File: src/rtl/pc_sequencer_if.sv
// Instruction-fetch control bundle between the program-counter sequencer and the
// decode/memory side. The master drives the instruction fields and stall; the slave returns PC status.
interface pc_sequencer_if;
    logic [7:0]  OPCODE;
    logic [7:0]  OFFSET;
    logic        ZERO;
    logic        BUSYWAIT;
    logic [31:0] PC;
    logic        PC_VALID;
    logic        WRITE_HOLD;
    logic        BR_TAKEN;
    logic        HALTED;

    modport master (
        output OPCODE, OFFSET, ZERO, BUSYWAIT,
        input  PC, PC_VALID, WRITE_HOLD, BR_TAKEN, HALTED
    );

    modport slave (
        input  OPCODE, OFFSET, ZERO, BUSYWAIT,
        output PC, PC_VALID, WRITE_HOLD, BR_TAKEN, HALTED
    );
endinterface

File: src/rtl/pc_sequencer.sv
// Program-counter sequencer: sequential fetch, relative jumps/branches, memory stalls and halt.
// No valid/ready handshake here: BUSYWAIT=1 means the current instruction is not complete, so PC holds.
module pc_sequencer #(
    parameter logic [7:0] OP_J    = 8'h06,
    parameter logic [7:0] OP_BEQ  = 8'h07,
    parameter logic [7:0] OP_BNE  = 8'h08,
    parameter logic [7:0] OP_HALT = 8'hFF
) (
    input  logic              CLK,
    input  logic              RESET,
    pc_sequencer_if.slave     bus,
    output logic [1:0]        dbg_state_o
);

    typedef enum logic [1:0] {
        BOOT  = 2'd0,
        RUN   = 2'd1,
        STALL = 2'd2,
        HALT  = 2'd3
    } state_t;

    state_t      state_q, state_d;
    logic [31:0] pc_q, pc_d;
    logic        pc_valid_q, pc_valid_d;
    logic        br_taken_q, br_taken_d;
    logic        halted_q, halted_d;

    logic        taken;
    logic [31:0] offset_bytes;
    logic [31:0] next_pc;

    assign taken = (bus.OPCODE == OP_J)
                 || ((bus.OPCODE == OP_BEQ) &&  bus.ZERO)
                 || ((bus.OPCODE == OP_BNE) && !bus.ZERO);

    // Word offset sign-extended and scaled to bytes; the add wraps modulo 2^32.
    assign offset_bytes = {{22{bus.OFFSET[7]}}, bus.OFFSET, 2'b00};
    assign next_pc      = pc_q + 32'd4 + (taken ? offset_bytes : 32'd0);

    always_ff @(posedge CLK) begin
        if (RESET) begin
            state_q    <= BOOT;
            pc_q       <= 32'd0;
            pc_valid_q <= 1'b0;
            br_taken_q <= 1'b0;
            halted_q   <= 1'b0;
        end else begin
            state_q    <= state_d;
            pc_q       <= pc_d;
            pc_valid_q <= pc_valid_d;
            br_taken_q <= br_taken_d;
            halted_q   <= halted_d;
        end
    end

    always_comb begin
        state_d    = state_q;
        pc_d       = pc_q;
        pc_valid_d = pc_valid_q;
        br_taken_d = 1'b0;
        halted_d   = halted_q;
        case (state_q)
            BOOT: begin
                pc_d       = 32'd0;
                pc_valid_d = 1'b1;
                state_d    = RUN;
            end
            RUN: begin
                // A stall beats both halt and redirect: the instruction is not complete yet.
                if (bus.BUSYWAIT) begin
                    state_d = STALL;
                end else if (bus.OPCODE == OP_HALT) begin
                    state_d    = HALT;
                    halted_d   = 1'b1;
                    pc_valid_d = 1'b0;
                end else begin
                    pc_d       = next_pc;
                    br_taken_d = taken;
                end
            end
            STALL: begin
                if (!bus.BUSYWAIT) begin
                    pc_d       = next_pc;
                    br_taken_d = taken;
                    state_d    = RUN;
                end
            end
            HALT: begin
                state_d = HALT;
            end
            default: begin
                state_d = BOOT;
            end
        endcase
    end

    assign bus.PC         = pc_q;
    assign bus.PC_VALID   = pc_valid_q;
    assign bus.BR_TAKEN   = br_taken_q;
    assign bus.HALTED     = halted_q;
    assign bus.WRITE_HOLD = (state_q != RUN);
    assign dbg_state_o    = state_q;

endmodule

File: src/flat_wrapper.sv
// flat-port wrapper written by rule: the top's interface ports become plain ports
module pc_sequencer_flat 
#(
    parameter logic [7:0] OP_J    = 8'h06,
    parameter logic [7:0] OP_BEQ  = 8'h07,
    parameter logic [7:0] OP_BNE  = 8'h08,
    parameter logic [7:0] OP_HALT = 8'hFF
)
  (CLK, RESET, dbg_state_o, bus_OPCODE, bus_OFFSET, bus_ZERO, bus_BUSYWAIT, bus_PC, bus_PC_VALID, bus_WRITE_HOLD, bus_BR_TAKEN, bus_HALTED);
  pc_sequencer_if bus_i ();
  input  logic CLK;
  input  logic RESET;
  output logic [1:0] dbg_state_o;
  input wire logic [$bits(bus_i.OPCODE)-1:0] bus_OPCODE;
  input wire logic [$bits(bus_i.OFFSET)-1:0] bus_OFFSET;
  input wire logic [$bits(bus_i.ZERO)-1:0] bus_ZERO;
  input wire logic [$bits(bus_i.BUSYWAIT)-1:0] bus_BUSYWAIT;
  output wire logic [$bits(bus_i.PC)-1:0] bus_PC;
  output wire logic [$bits(bus_i.PC_VALID)-1:0] bus_PC_VALID;
  output wire logic [$bits(bus_i.WRITE_HOLD)-1:0] bus_WRITE_HOLD;
  output wire logic [$bits(bus_i.BR_TAKEN)-1:0] bus_BR_TAKEN;
  output wire logic [$bits(bus_i.HALTED)-1:0] bus_HALTED;
  assign bus_i.OPCODE = bus_OPCODE;
  assign bus_i.OFFSET = bus_OFFSET;
  assign bus_i.ZERO = bus_ZERO;
  assign bus_i.BUSYWAIT = bus_BUSYWAIT;
  assign bus_PC = bus_i.PC;
  assign bus_PC_VALID = bus_i.PC_VALID;
  assign bus_WRITE_HOLD = bus_i.WRITE_HOLD;
  assign bus_BR_TAKEN = bus_i.BR_TAKEN;
  assign bus_HALTED = bus_i.HALTED;
  pc_sequencer #(.OP_J(OP_J), .OP_BEQ(OP_BEQ), .OP_BNE(OP_BNE), .OP_HALT(OP_HALT)) u_core (.CLK(CLK), .RESET(RESET), .bus(bus_i), .dbg_state_o(dbg_state_o));
endmodule
File: config.mk
export PLATFORM = sky130hd
export DESIGN_NAME = pc_sequencer_flat
export DESIGN_NICKNAME = d
export VERILOG_FILES = /design/src/rtl/pc_sequencer_if.sv /design/src/rtl/pc_sequencer.sv /design/src/flat_wrapper.sv
export SDC_FILE = /design/constraint.sdc
export NUM_CORES = 1
export LEC_CHECK = 0
export ABC_AREA = 0
export BUFFER_PORTS_ARGS = -buffer_cell sky130_fd_sc_hd__buf_2
export CORE_MARGIN = 2
export CORE_UTILIZATION = 40
export CTS_BUF_LIST = sky130_fd_sc_hd__clkbuf_8
export CTS_CLUSTER_DIAMETER = 40
export DETAILED_ROUTE_END_ITERATION = 12
export PLACE_DENSITY_LB_ADDON = 0.05
export SETUP_SLACK_MARGIN = 0.1
export SYNTH_ARGS = -nofsm -noshare
export SYNTH_HDL_FRONTEND = slang
export SYNTH_SLANG_ARGS = --single-unit
File: constraint.sdc
create_clock -name CLK -period 11.7 [get_ports CLK]
set_clock_uncertainty 0.05 [all_clocks]
set_input_delay 0 -clock CLK [delete_from_list [all_inputs] [get_ports CLK]]
set_output_delay 0 -clock CLK [all_outputs]
set_load 0.05 [all_outputs]
# Word-level counts from Yosys, hierarchy flattened
# Index checks and enable logic that the tools add are counted.
# classes
n_eq_ne	13
add_sub_neg	2
muxes	16
bitwise	1
n_reduce_logical	12
# ops
op	n
two-way mux 32 bit	4
case mux 32 bit (3 select lines)	1
adder 32 x 3 -> 32 bit (second input constant)	1
adder 32 bit	1
equality test 8 x 3 -> 1 bit (second input constant)	2
equality test 8 x 4 -> 1 bit (second input constant)	1
equality test 8 bit (second input constant)	1
case mux 2 bit (4 select lines)	1
two-way mux 2 bit	3
inequality test 2 bit (second input constant)	3
AND reduction 3 bit	2
two-way mux 1 bit	5
equality test 2 bit (second input constant)	2
inequality test 2 x 1 -> 1 bit (second input constant)	2
case mux 1 bit (2 select lines)	2
AND reduction 4 bit	1
inequality test 3 x 2 -> 1 bit (second input constant)	1
nonzero test 3 bit	1
equality test 2 x 1 -> 1 bit (second input constant)	1
logical AND 1 bit	2
zero test 2 bit	1
logical OR 1 bit	2
AND reduction 2 bit	1
nonzero test 2 bit	1
other kinds (2)	2
# word_totals
wordCells	49
reg_bits	37

# Depth between registers and ports, before layout
# Gate-level depths: netlist of the first run.
# logic_depth
word_depth	9
mapped_depth	17
ltp_nobuf	17

# Least setup slack after synthesis of the first run
# OpenSTA, ideal clock, no wires.
# synth_timing
path_type	input port to flip-flop
start	input bus_OPCODE[5]
end	register u_core.pc_q[25], in the netlist u_core.bus.PC[25]
setup_time_ps	117
arrival_ps	3738
stages	15
n_path_buf	1
slack_ps	7795
path_cell_list	or4_1 > nor3_2 > nand2_1 > inv_1 > ha_1 > ha_1 > buf_6 > a21oi_2 > o21ai_1 > and3_4 > a2111oi_4 > a311oi_1 > o21a_1 > or3_1 > a32o_1
# synth_between
elab_chain_cells	9
# synth_rtl
element	line_no	text
start: declaration	flat_wrapper.sv:14	input wire logic [$bits(bus_i.OPCODE)-1:0] bus_OPCODE;
equality test 8 x 3 -> 1 bit	pc_sequencer.sv:33	|| ((bus.OPCODE == OP_BEQ) && bus.ZERO)
logical AND 1 bit	pc_sequencer.sv:33	
logical OR 1 bit	pc_sequencer.sv:33	
logical OR 1 bit	pc_sequencer.sv:34	|| ((bus.OPCODE == OP_BNE) && !bus.ZERO);
two-way mux 32 bit	pc_sequencer.sv:38	assign next_pc = pc_q + 32'd4 + (taken ? offset_bytes : 32'd0);
adder 32 bit	pc_sequencer.sv:38	
two-way mux 32 bit	pc_sequencer.sv:72	end else if (bus.OPCODE == OP_HALT) begin
two-way mux 32 bit	pc_sequencer.sv:70	if (bus.BUSYWAIT) begin
case mux 32 bit (3 select lines)	pc_sequencer.sv:62	case (state_q)
end signal: assignment	pc_sequencer.sv:49	pc_q <= pc_d;
end: declaration	pc_sequencer.sv:23	logic [31:0] pc_q, pc_d;
# Parallel ways exist; a longest one is shown, timed or not. The select of a mux whose other input is x is not followed.
# A chain may end at the register's enable or synchronous reset.

# Worst setup path in the final report of the first run
# Ends and elaborated chain as after synthesis.

==> results_tabular.tex, run 1 <==
\begin{tabular}{lr}
\hline
Metric & Value \\
\hline
\multicolumn{2}{l}{\textbf{Global routing}} \\
Initial antenna violation count & 0 \\
Pin count of the biggest net entering global routing & 23 \\
Overall track demand over capacity in global routing & 0.182 \\
First-pass GRT wire length & 13100 um \\
Via count of the first global-routing pass & 2795 \\
Remaining global-route overflow & 0 \\
\multicolumn{2}{l}{\textbf{Placement}} \\
Count of placed standard cells including taps & 538 \\
Final weighted congestion in routability-driven placement & 0.866 \\
Count of buffers inserted at the top-level ports & 55 \\
Detailed Place HPWL & 6000 um \\
\multicolumn{2}{l}{\textbf{Power and ir drop}} \\
Power Dens Cells & 73.5 nW/um\^{}2 \\
Worst voltage drop across the vdd grid & 0.0000376 V \\
Leakage power & 1.93 nW \\
\multicolumn{2}{l}{\textbf{STA}} \\
Sum of negative setup slack & 0 ps \\
Number of failing hold endpoints at the final stage & 0 \\
Final hold slack & 73.2 ps \\
Worst Tran Pin Value & 788 ps \\
Period minus WS final & 4350 ps \\
Max-Slew Margin vs Limit & 0.474 \\
Period Utilization, post-route & 0.372 \\
Fmax & 0.230 GHz \\
Count of final setup violators & 0 \\
Final number of max-transition violations & 0 \\
Unrepaired setup endpoints after global routing & no \\
\multicolumn{2}{l}{\textbf{Critical path}} \\
Highest-delay cell along the critical path & inv\_1 \\
Sequence of cells on the critical path & buf\_2 > or4\_1 > nor3\_2 > nand2\_1 > inv\_1 > ha\_1 > ha\_1 > a21oi\_2 > o21ai\_1 > and3\_4 > a2111oi\_4 > a311oi\_1 > o21a\_1 > or3\_1 > a32o\_1 \\
Crit Path Category & input port to register \\
Maximum fanout along the worst path & 22 \\
Required arrival time at the worst endpoint & 11830 ps \\
Delay of the slowest cell on the worst path & 620 ps \\
Crit. End Element & register \\
Setup crit start kind & input port \\
Most Frequent Cell on Critical Path & ha\_1 \\
Arrival time worst endpoint & 4480 ps \\
\multicolumn{2}{l}{\textbf{Floorplanning}} \\
Vertical die dimension & 94.5 um \\
Number of rows created at floorplan & 33 \\
Ports & 58 \\
Starting density of the core & 0.405 \\
Width of the die & 94.5 um \\
Total Die Area & 8930 um\^{}2 \\
Placeable core region & 8090 um\^{}2 \\
\multicolumn{2}{l}{\textbf{Job}} \\
Maxcap violations & 0 \\
\multicolumn{2}{l}{\textbf{Logic synthesis}} \\
Syn. warnings & 0 \\
Mapped Area & 3280 um\^{}2 \\
Synthesized instance count & 393 \\
Number of synthesized flops with an enable pin & 0 \\
Async S/R FF share, synth & 0 \\
Top-area cell type share of the netlist area & 0.233 \\
Mean area per synthesized cell & 8.33 um\^{}2 \\
Synth area leaders & ha\_1 (23\%), dfxtp\_1 (21\%), a21oi\_1 (6.6\%) \\
Top cells by count, synth & ha\_1 (61), a21oi\_1 (43), dfxtp\_1 (35), nand2\_1 (33), nand3\_1 (18) \\
Largest area contributor in the netlist & ha\_1 \\
Most numerous cell in the Yosys netlist & ha\_1 \\
Sequential share of the synthesized area & 0.214 \\
Flop and latch count out of synthesis & 35 \\
Ys flop type & dfxtp\_1 \\
Unique cell type count in the Yosys netlist & 50 \\
\multicolumn{2}{l}{\textbf{Finish}} \\
Synthesis-to-finish area growth & 13.3\% \\
\# nets final & 523 \\
Ant. Diodes & 0 \\
Number of cells in the finished layout apart from fillers & 547 \\
Layout cells sized above 1 & 0.156 \\
\multicolumn{2}{l}{\textbf{Detailed routing}} \\
Vias after detailed routing & 2993 \\
Detailed-route wire length per cell & 14.3 um \\
Detailed-route DRC error count & 0 \\
Detailed-route wire length & 7820 um \\
Initial DRC count & 119 \\
Antenna Nets Post-Route & 0 \\
Via count normalized by instance count & 5.47 \\
Drt pass-1 iters & 4 \\
\multicolumn{2}{l}{\textbf{Hold path}} \\
Worst min-delay path category & input port to register \\
\multicolumn{2}{l}{\textbf{Clocking}} \\
Clock Pin Slew Worst Setup and Hold Paths & 80 ps \\
Total clock sinks & 35 \\
Clock insertion delay at the later pin of the skew report & 290 ps \\
Clock root buffer master & clkbuf\_8 \\
H-tree depth & 2 \\
Longest Clk Path Bufs & 2 \\
Num CTS Buffers & 5 \\
TritonCTS clock tree & yes \\
\multicolumn{2}{l}{\textbf{Status}} \\
Result of the run & completed \\
\hline
\end{tabular}
==> final timing paths <==
path	startpoint	to	slack (ps)	cells after the start
setup / recovery	bus_OPCODE[5]	u_core.bus.PC[25]	7350	15
hold / removal	RESET	u_core.bus.PC_VALID	70	2
setup reg to reg	u_core.bus.PC[2]	u_core.bus.PC[31]	8450	14
hold reg to reg	u_core.bus.HALTED	u_core.bus.HALTED	410	2
==> area by class of cell <==
cell class              count  area (um^2)
clock inverters             3         12.5
repair buffers             58          300
inverters                  17         63.8
flip-flops and latches     35          701
multi-input cells         324         2430
fillers                   872         4380
clock buffers               5         68.8
well taps                 105          131
==> routing by layer <==
metal | global-route usage | vias up | wire [um]
li1 | - | 1547 | -
met1 | 0.242 | 1392 | 3960
met2 | 0.305 | 47 | 3570
met3 | 0.0319 | 7 | 221
met4 | 0.0435 | 0 | 63
met5 | 0 | - | 0
==> power by group <==
group / switching [mW] / leakage (nW) / total (mW) / internal (mW)
combinational: 0.0449 / 1.60 / 0.0604 / 0.0155
clock: 0.0477 / 0.0505 / 0.0878 / 0.0402
sequential: 0.00241 / 0.283 / 0.124 / 0.122
total: 0.0950 / 1.93 / 0.273 / 0.178
==> flip-flops by register name, summed over array words and instances, names as in the netlist <==
name                 count
u_core.bus.BR_TAKEN      1
u_core.bus.HALTED        1
u_core.bus.PC           30
u_core.bus.PC_VALID      1
u_core.dbg_state_o       2
==> through the flow <==
stage          cell area, um^2   util  power (mW)  setup WS, ps
3_3_place_gp              3620  0.447       0.188          7120
2_1_floorplan             3280      -       0.170          7790
6_report                  3710  0.458       0.273          7350
5_1_grt                   3710  0.458       0.292          7090
4_1_cts                   3710  0.458       0.278          7320
3_5_place_dp              3620  0.447       0.188          7010
==> logic make-up (layout without fill, tap and decap cells) <==
logic type	after synthesis	in the layout	share of synthesized area
other cells	1	2	0.00114
mux	3	3	0.00917
xor+xnor	26	26	0.0695
compound gates	118	118	0.241
flops	35	35	0.214
fa+ha+maj	62	62	0.239
buf+inv	35	83	0.0447
simple gates	113	113	0.182
==> cell usage in the layout, fill, tap and decap left out, types with 3 or more instances in the layout <==
cell	n
nand2b_1	6
buf_2	55
o21a_1	3
nand3_1	18
nand4_1	9
and3_1	6
a221oi_1	3
a31oi_1	9
nor2_1	12
a22o_1	15
nand2_1	33
and2_1	7
ha_1	61
dfxtp_1	35
a21oi_1	43
o21ai_0	14
nor2b_1	7
mux2i_1	3
a21o_1	10
clkbuf_8	5
o21ai_1	3
xor2_1	9
nor4b_1	3
inv_1	19
xnor2_1	17
==> critical path, delay by kind of cell <==
kind / cells / cell delay (ps)
AO/OA/AOI/OAI: 6 / 1330
AND/OR/NAND/NOR: 5 / 1640
adder cells (fa/ha/maj): 2 / 780
buffers and inverters: 2 / 720
==> repair_timing <==
action | 4_1_cts | 5_1_grt
setup buffers | 0 | 0
hold endpoints to repair | 1 | 0
gates resized for setup | 0 | 0
hold buffers | 1 | 0
Note: power is estimated with default switching activity, not from simulation.
==> inputs of run 2 (changes only) <==
==> constraint.sdc (replaced) <==
create_clock -name CLK -period 4.1 [get_ports CLK]
set_clock_uncertainty 0.05 [all_clocks]
set_input_delay 0 -clock CLK [delete_from_list [all_inputs] [get_ports CLK]]
set_output_delay 0 -clock CLK [all_outputs]
set_load 0.05 [all_outputs]
==> results_tabular.tex, run 2 (synthesis gave the netlist of run 1 again) <==
\begin{tabular}{lr}
\hline
Metric & Value \\
\hline
\multicolumn{2}{l}{\textbf{Clocking}} \\
Longest Clk Path Bufs & 2 \\
Post-CTS Hold Fix Bufs & 1 \\
Total clock sinks & 35 \\
H-tree depth & 2 \\
Number of post-CTS setup repair buffers & 0 \\
Clock insertion delay at the later pin of the skew report & 290 ps \\
Clock Pin Slew Worst Setup and Hold Paths & 70 ps \\
Cells resized by post-CTS repair & 0 \\
Clock root buffer master & clkbuf\_8 \\
Num CTS Buffers & 5 \\
TritonCTS clock tree & yes \\
\multicolumn{2}{l}{\textbf{STA}} \\
Number of failing hold endpoints at the final stage & 0 \\
Fmax & 0.278 GHz \\
Max-Slew Margin vs Limit & 0.592 \\
Sum of negative setup slack & 0 ps \\
Unrepaired setup endpoints after global routing & no \\
Final WS setup & 505 ps \\
Worst Tran Pin Value & 607 ps \\
Period minus WS final & 3590 ps \\
Final number of max-transition violations & 0 \\
Final hold slack & 81.0 ps \\
Period Utilization, post-route & 0.877 \\
Count of final setup violators & 0 \\
\multicolumn{2}{l}{\textbf{Finish}} \\
Multi-input gate area in the final layout & 2430 um\^{}2 \\
Top library cells by usage in the layout, fill and taps aside & ha\_1 (61), buf\_2 (55), a21oi\_1 (43) \\
Layout cells sized above 1 & 0.164 \\
Synthesis-to-finish area growth & 14.2\% \\
Area of all sequential standard cells & 701 um\^{}2 \\
Filler cell count in the final layout & 840 \\
Commonest non-fill, non-tap cell in the layout & ha\_1 \\
Number of flip-flops under the largest register name & 30 \\
Ant. Diodes & 0 \\
\# nets final & 527 \\
\multicolumn{2}{l}{\textbf{Critical path}} \\
Maximum fanout along the worst path & 8 \\
Crit. End Element & register \\
Setup crit start kind & input port \\
Highest-delay cell along the critical path & o31ai\_1 \\
Crit Path Category & input port to register \\
Arrival time worst endpoint & 3700 ps \\
Sequence of cells on the critical path & buf\_2 > or4\_1 > nor3\_2 > buf\_4 > nand2\_1 > ha\_1 > inv\_1 > ha\_1 > inv\_1 > fa\_1 > nor2b\_1 > o2111ai\_1 > a21oi\_1 > a2111oi\_4 > o31ai\_1 > nand4\_1 > mux2i\_1 > o2bb2ai\_1 \\
Required arrival time at the worst endpoint & 4210 ps \\
Delay of the slowest cell on the worst path & 570 ps \\
\multicolumn{2}{l}{\textbf{Power and ir drop}} \\
Worst voltage drop across the vdd grid & 0.000131 V \\
Power Dens Cells & 209 nW/um\^{}2 \\
Leakage power & 1.95 nW \\
Total chip power & 783 uW \\
\multicolumn{2}{l}{\textbf{Floorplanning}} \\
Number of rows created at floorplan & 33 \\
Total Die Area & 8930 um\^{}2 \\
Starting density of the core & 0.405 \\
Width of the die & 94.5 um \\
Vertical die dimension & 94.5 um \\
Ports & 58 \\
Placeable core region & 8090 um\^{}2 \\
\multicolumn{2}{l}{\textbf{Status}} \\
Result of the run & completed \\
\multicolumn{2}{l}{\textbf{Placement}} \\
Detailed Place HPWL & 6120 um \\
Count of buffers inserted at the top-level ports & 55 \\
Worst setup timing slack at the placement stage & 191 ps \\
Final weighted congestion in routability-driven placement & 0.836 \\
\multicolumn{2}{l}{\textbf{Detailed routing}} \\
Drt pass-1 iters & 4 \\
Initial DRC count & 84 \\
Antenna Nets Post-Route & 0 \\
Detailed-route wire length per cell & 14.4 um \\
Via count normalized by instance count & 5.45 \\
Vias after detailed routing & 3001 \\
Detailed-route wire length & 7950 um \\
Detailed-route DRC error count & 0 \\
\multicolumn{2}{l}{\textbf{Hold path}} \\
Worst min-delay path category & input port to register \\
\multicolumn{2}{l}{\textbf{Global routing}} \\
Via count of the first global-routing pass & 2758 \\
Remaining global-route overflow & 0 \\
Overall track demand over capacity in global routing & 0.179 \\
Pin count of the biggest net entering global routing & 21 \\
First-pass GRT wire length & 12900 um \\
Initial antenna violation count & 0 \\
\multicolumn{2}{l}{\textbf{Job}} \\
Maxcap violations & 0 \\
\hline
\end{tabular}
run 2: final timing paths:
path / endpoint / slack, ps / start / cells past startpoint
max: u_core.bus.PC[31] / 510 / bus_OPCODE[5] / 18
min reg2reg: u_core.bus.HALTED / 400 / u_core.bus.HALTED / 2
max reg2reg: u_core.bus.PC[31] / 850 / u_core.bus.PC[2] / 14
min: u_core.bus.PC_VALID / 80 / RESET / 2
run 2: final cells by class:
cell class / count / share of cell area
multi-input cells: 324 / 0.650
flip-flops and latches: 35 / 0.187
repair buffers: 62 / 0.0883
well taps: 105 / 0.0351
clock buffers: 5 / 0.0184
inverters: 17 / 0.0171
clock inverters: 3 / 0.00335
run 2: per-stage QoR:
| step | utilization | cell area, um^2 | instances |
|---|---|---|---|
| global placement | 0.451 | 3650 | 542 |
| CTS | 0.462 | 3740 | 551 |
| finish | 0.462 | 3740 | 551 |
| global route | 0.462 | 3740 | 551 |
| floorplan | - | 3280 | 394 |
| detailed placement | 0.451 | 3650 | 542 |
run 2: worst max-delay path, delay by kind of cell:
| kind | cells | cell delay, ps |
|---|---|---|
| simple gates | 5 | 1170 |
| buf+inv | 4 | 390 |
| compound gates | 5 | 1270 |
| mux | 1 | 150 |
| fa+ha+maj | 3 | 720 |
run 2: routing by layer:
layer / global-route usage / part of all wire / vias up
met5: 0 / 0 / -
met4: 0.0362 / 0.0050 / 0
met3: 0.0263 / 0.031 / 2
met2: 0.309 / 0.47 / 54
met1: 0.237 / 0.49 / 1382
li1: - / - / 1563
run 2: report_power, final:
group,internal (mW),switching (mW)
combinational,0.0443,0.128
sequential,0.348,0.00700
clock,0.115,0.140
total,0.507,0.275
==> inputs of run 3 (changes only) <==
--- a/config.mk
+++ b/config.mk
@@ -8,10 +8,11 @@
 export ABC_AREA = 0
 export BUFFER_PORTS_ARGS = -buffer_cell sky130_fd_sc_hd__buf_2
 export CORE_MARGIN = 2
-export CORE_UTILIZATION = 40
+export CORE_UTILIZATION = 59
 export CTS_BUF_LIST = sky130_fd_sc_hd__clkbuf_8
 export CTS_CLUSTER_DIAMETER = 40
 export DETAILED_ROUTE_END_ITERATION = 12
+export MAX_ROUTING_LAYER = met4
 export PLACE_DENSITY_LB_ADDON = 0.05
 export SETUP_SLACK_MARGIN = 0.1
 export SYNTH_ARGS = -nofsm -noshare
==> results_tabular.tex, run 3 (synthesis gave the netlist of run 1 again) <==
\begin{tabular}{lr}
\hline
Metric & Value \\
\hline
\multicolumn{2}{l}{\textbf{STA}} \\
Sum of negative setup slack & 0 ps \\
Worst Tran Pin Value & 636 ps \\
Number of failing hold endpoints at the final stage & 0 \\
Count of final setup violators & 0 \\
Max-Slew Margin vs Limit & 0.572 \\
Fmax & 0.279 GHz \\
Period minus WS final & 3580 ps \\
Final number of max-transition violations & 0 \\
Unrepaired setup endpoints after global routing & no \\
Period Utilization, post-route & 0.874 \\
\multicolumn{2}{l}{\textbf{Global routing}} \\
Overall track demand over capacity in global routing & 0.272 \\
Remaining global-route overflow & 0 \\
Initial antenna violation count & 0 \\
Pin count of the biggest net entering global routing & 21 \\
First-pass GRT wire length & 13200 um \\
Via count of the first global-routing pass & 2873 \\
\multicolumn{2}{l}{\textbf{Detailed routing}} \\
Detailed-route wire length per cell & 15.3 um \\
Via count normalized by instance count & 5.94 \\
Drt pass-1 iters & 4 \\
Vias after detailed routing & 3088 \\
Antenna Nets Post-Route & 0 \\
Detailed-route DRC error count & 0 \\
Detailed-route wire length & 7930 um \\
Initial DRC count & 146 \\
\multicolumn{2}{l}{\textbf{Finish}} \\
Number of flip-flops under the largest register name & 30 \\
\# nets final & 531 \\
Ant. Diodes & 0 \\
Filler cell count in the final layout & 464 \\
Top library cells by usage in the layout, fill and taps aside & ha\_1 (61), buf\_2 (55), a21oi\_1 (43) \\
Synthesis-to-finish area growth & 13.6\% \\
Commonest non-fill, non-tap cell in the layout & ha\_1 \\
Layout cells sized above 1 & 0.170 \\
Post-Layout Inst Area & 3720 um\^{}2 \\
\multicolumn{2}{l}{\textbf{Critical path}} \\
Maximum fanout along the worst path & 8 \\
Crit Path Category & input port to register \\
Required arrival time at the worst endpoint & 4220 ps \\
Crit. End Element & register \\
Arrival time worst endpoint & 3700 ps \\
Setup crit start kind & input port \\
\multicolumn{2}{l}{\textbf{Clocking}} \\
Clock root buffer master & clkbuf\_8 \\
Num CTS Buffers & 5 \\
Clock Pin Slew Worst Setup and Hold Paths & 70 ps \\
H-tree depth & 2 \\
Longest Clk Path Bufs & 2 \\
TritonCTS clock tree & yes \\
Total clock sinks & 35 \\
Clock insertion delay at the later pin of the skew report & 290 ps \\
Cells resized by post-CTS repair & 0 \\
\multicolumn{2}{l}{\textbf{Floorplanning}} \\
Vertical die dimension & 78.5 um \\
Total Die Area & 6160 um\^{}2 \\
Width of the die & 78.5 um \\
Ports & 58 \\
Placeable core region & 5440 um\^{}2 \\
Number of rows created at floorplan & 27 \\
Starting density of the core & 0.602 \\
\multicolumn{2}{l}{\textbf{Placement}} \\
Final weighted congestion in routability-driven placement & 0.978 \\
Count of buffers inserted at the top-level ports & 55 \\
Detailed Place HPWL & 6040 um \\
Area of placed instances & 3640 um\^{}2 \\
\multicolumn{2}{l}{\textbf{Power and ir drop}} \\
Power Dens Cells & 206 nW/um\^{}2 \\
Worst voltage drop across the vdd grid & 0.000204 V \\
Leakage power & 1.96 nW \\
Total chip power & 766 uW \\
\multicolumn{2}{l}{\textbf{Status}} \\
Result of the run & completed \\
\multicolumn{2}{l}{\textbf{Job}} \\
Maxcap violations & 0 \\
\multicolumn{2}{l}{\textbf{Hold path}} \\
Worst min-delay path category & input port to register \\
\hline
\end{tabular}
-- run 3: final cells by class --
class / count / area (um^2) / share of cell area
multi-input combinational: 324 / 2430 / 0.654
sequential: 35 / 701 / 0.188
timing repair buffer: 66 / 360 / 0.0969
tap: 72 / 90.1 / 0.0242
clock buffer: 5 / 68.8 / 0.0185
inverter: 17 / 63.8 / 0.0172
clock inverter: 1 / 3.75 / 0.00101
-- run 3: critical path, cell delays in order --
cell and delay (ps):
buf_2 100, or4_1 530, nor3_2 180, buf_4 180, nand2_1 60, ha_1 170, inv_1 50, ha_1 160
inv_1 50, fa_1 400, nor2b_1 170, o2111ai_1 170, a21oi_1 270, a2111oi_4 100, o31ai_1 590, nand4_1 220
mux2i_1 160, o2bb2ai_1 130
-- run 3: power by group --
part           internal, mW  switching [mW]  total (mW)  leakage (nW)
Sequential            0.348         0.00679       0.355         0.283
Clock                 0.111           0.128       0.239        0.0413
Combinational        0.0444           0.128       0.173          1.64
Total                 0.504           0.263       0.766          1.96
-- run 3: repair_timing --
item / CTS / global route
buffers inserted: 0 / 0
hold buffers: 1 / 0
endpoints found under the hold margin: 1 / 0
-- run 3: path summary, 6_finish.rpt --
| path | from | slack [ps] | end | cells past startpoint |
|---|---|---|---|---|
| worst max-delay path | bus_OPCODE[5] | 520 | u_core.bus.PC[31] | 18 |
| worst min-delay path | RESET | 60 | u_core.bus.PC_VALID | 2 |
| worst max register to register | u_core.bus.PC[2] | 870 | u_core.bus.PC[31] | 14 |
| worst min register to register | u_core.bus.HALTED | 390 | u_core.bus.HALTED | 2 |
-- run 3: per-stage QoR --
step,hold slack [ps],util,cells,worst slack (ps)
floorplan,26.7,-,394,195
global placement,190,0.669,513,304
detailed placement,200,0.669,513,251
CTS,58.1,0.684,520,547
global route,85.3,0.684,520,236
finish,55.9,0.684,520,517
-- run 3: per-layer routing --
| layer | vias to the layer above | global-route usage | wire [um] |
|---|---|---|---|
| li1 | 1561 | - | - |
| met1 | 1439 | 0.376 | 3780 |
| met2 | 78 | 0.419 | 3630 |
| met3 | 10 | 0.0414 | 434 |
| met4 | 0 | 0.0614 | 88 |
| met5 | - | - | 0 |
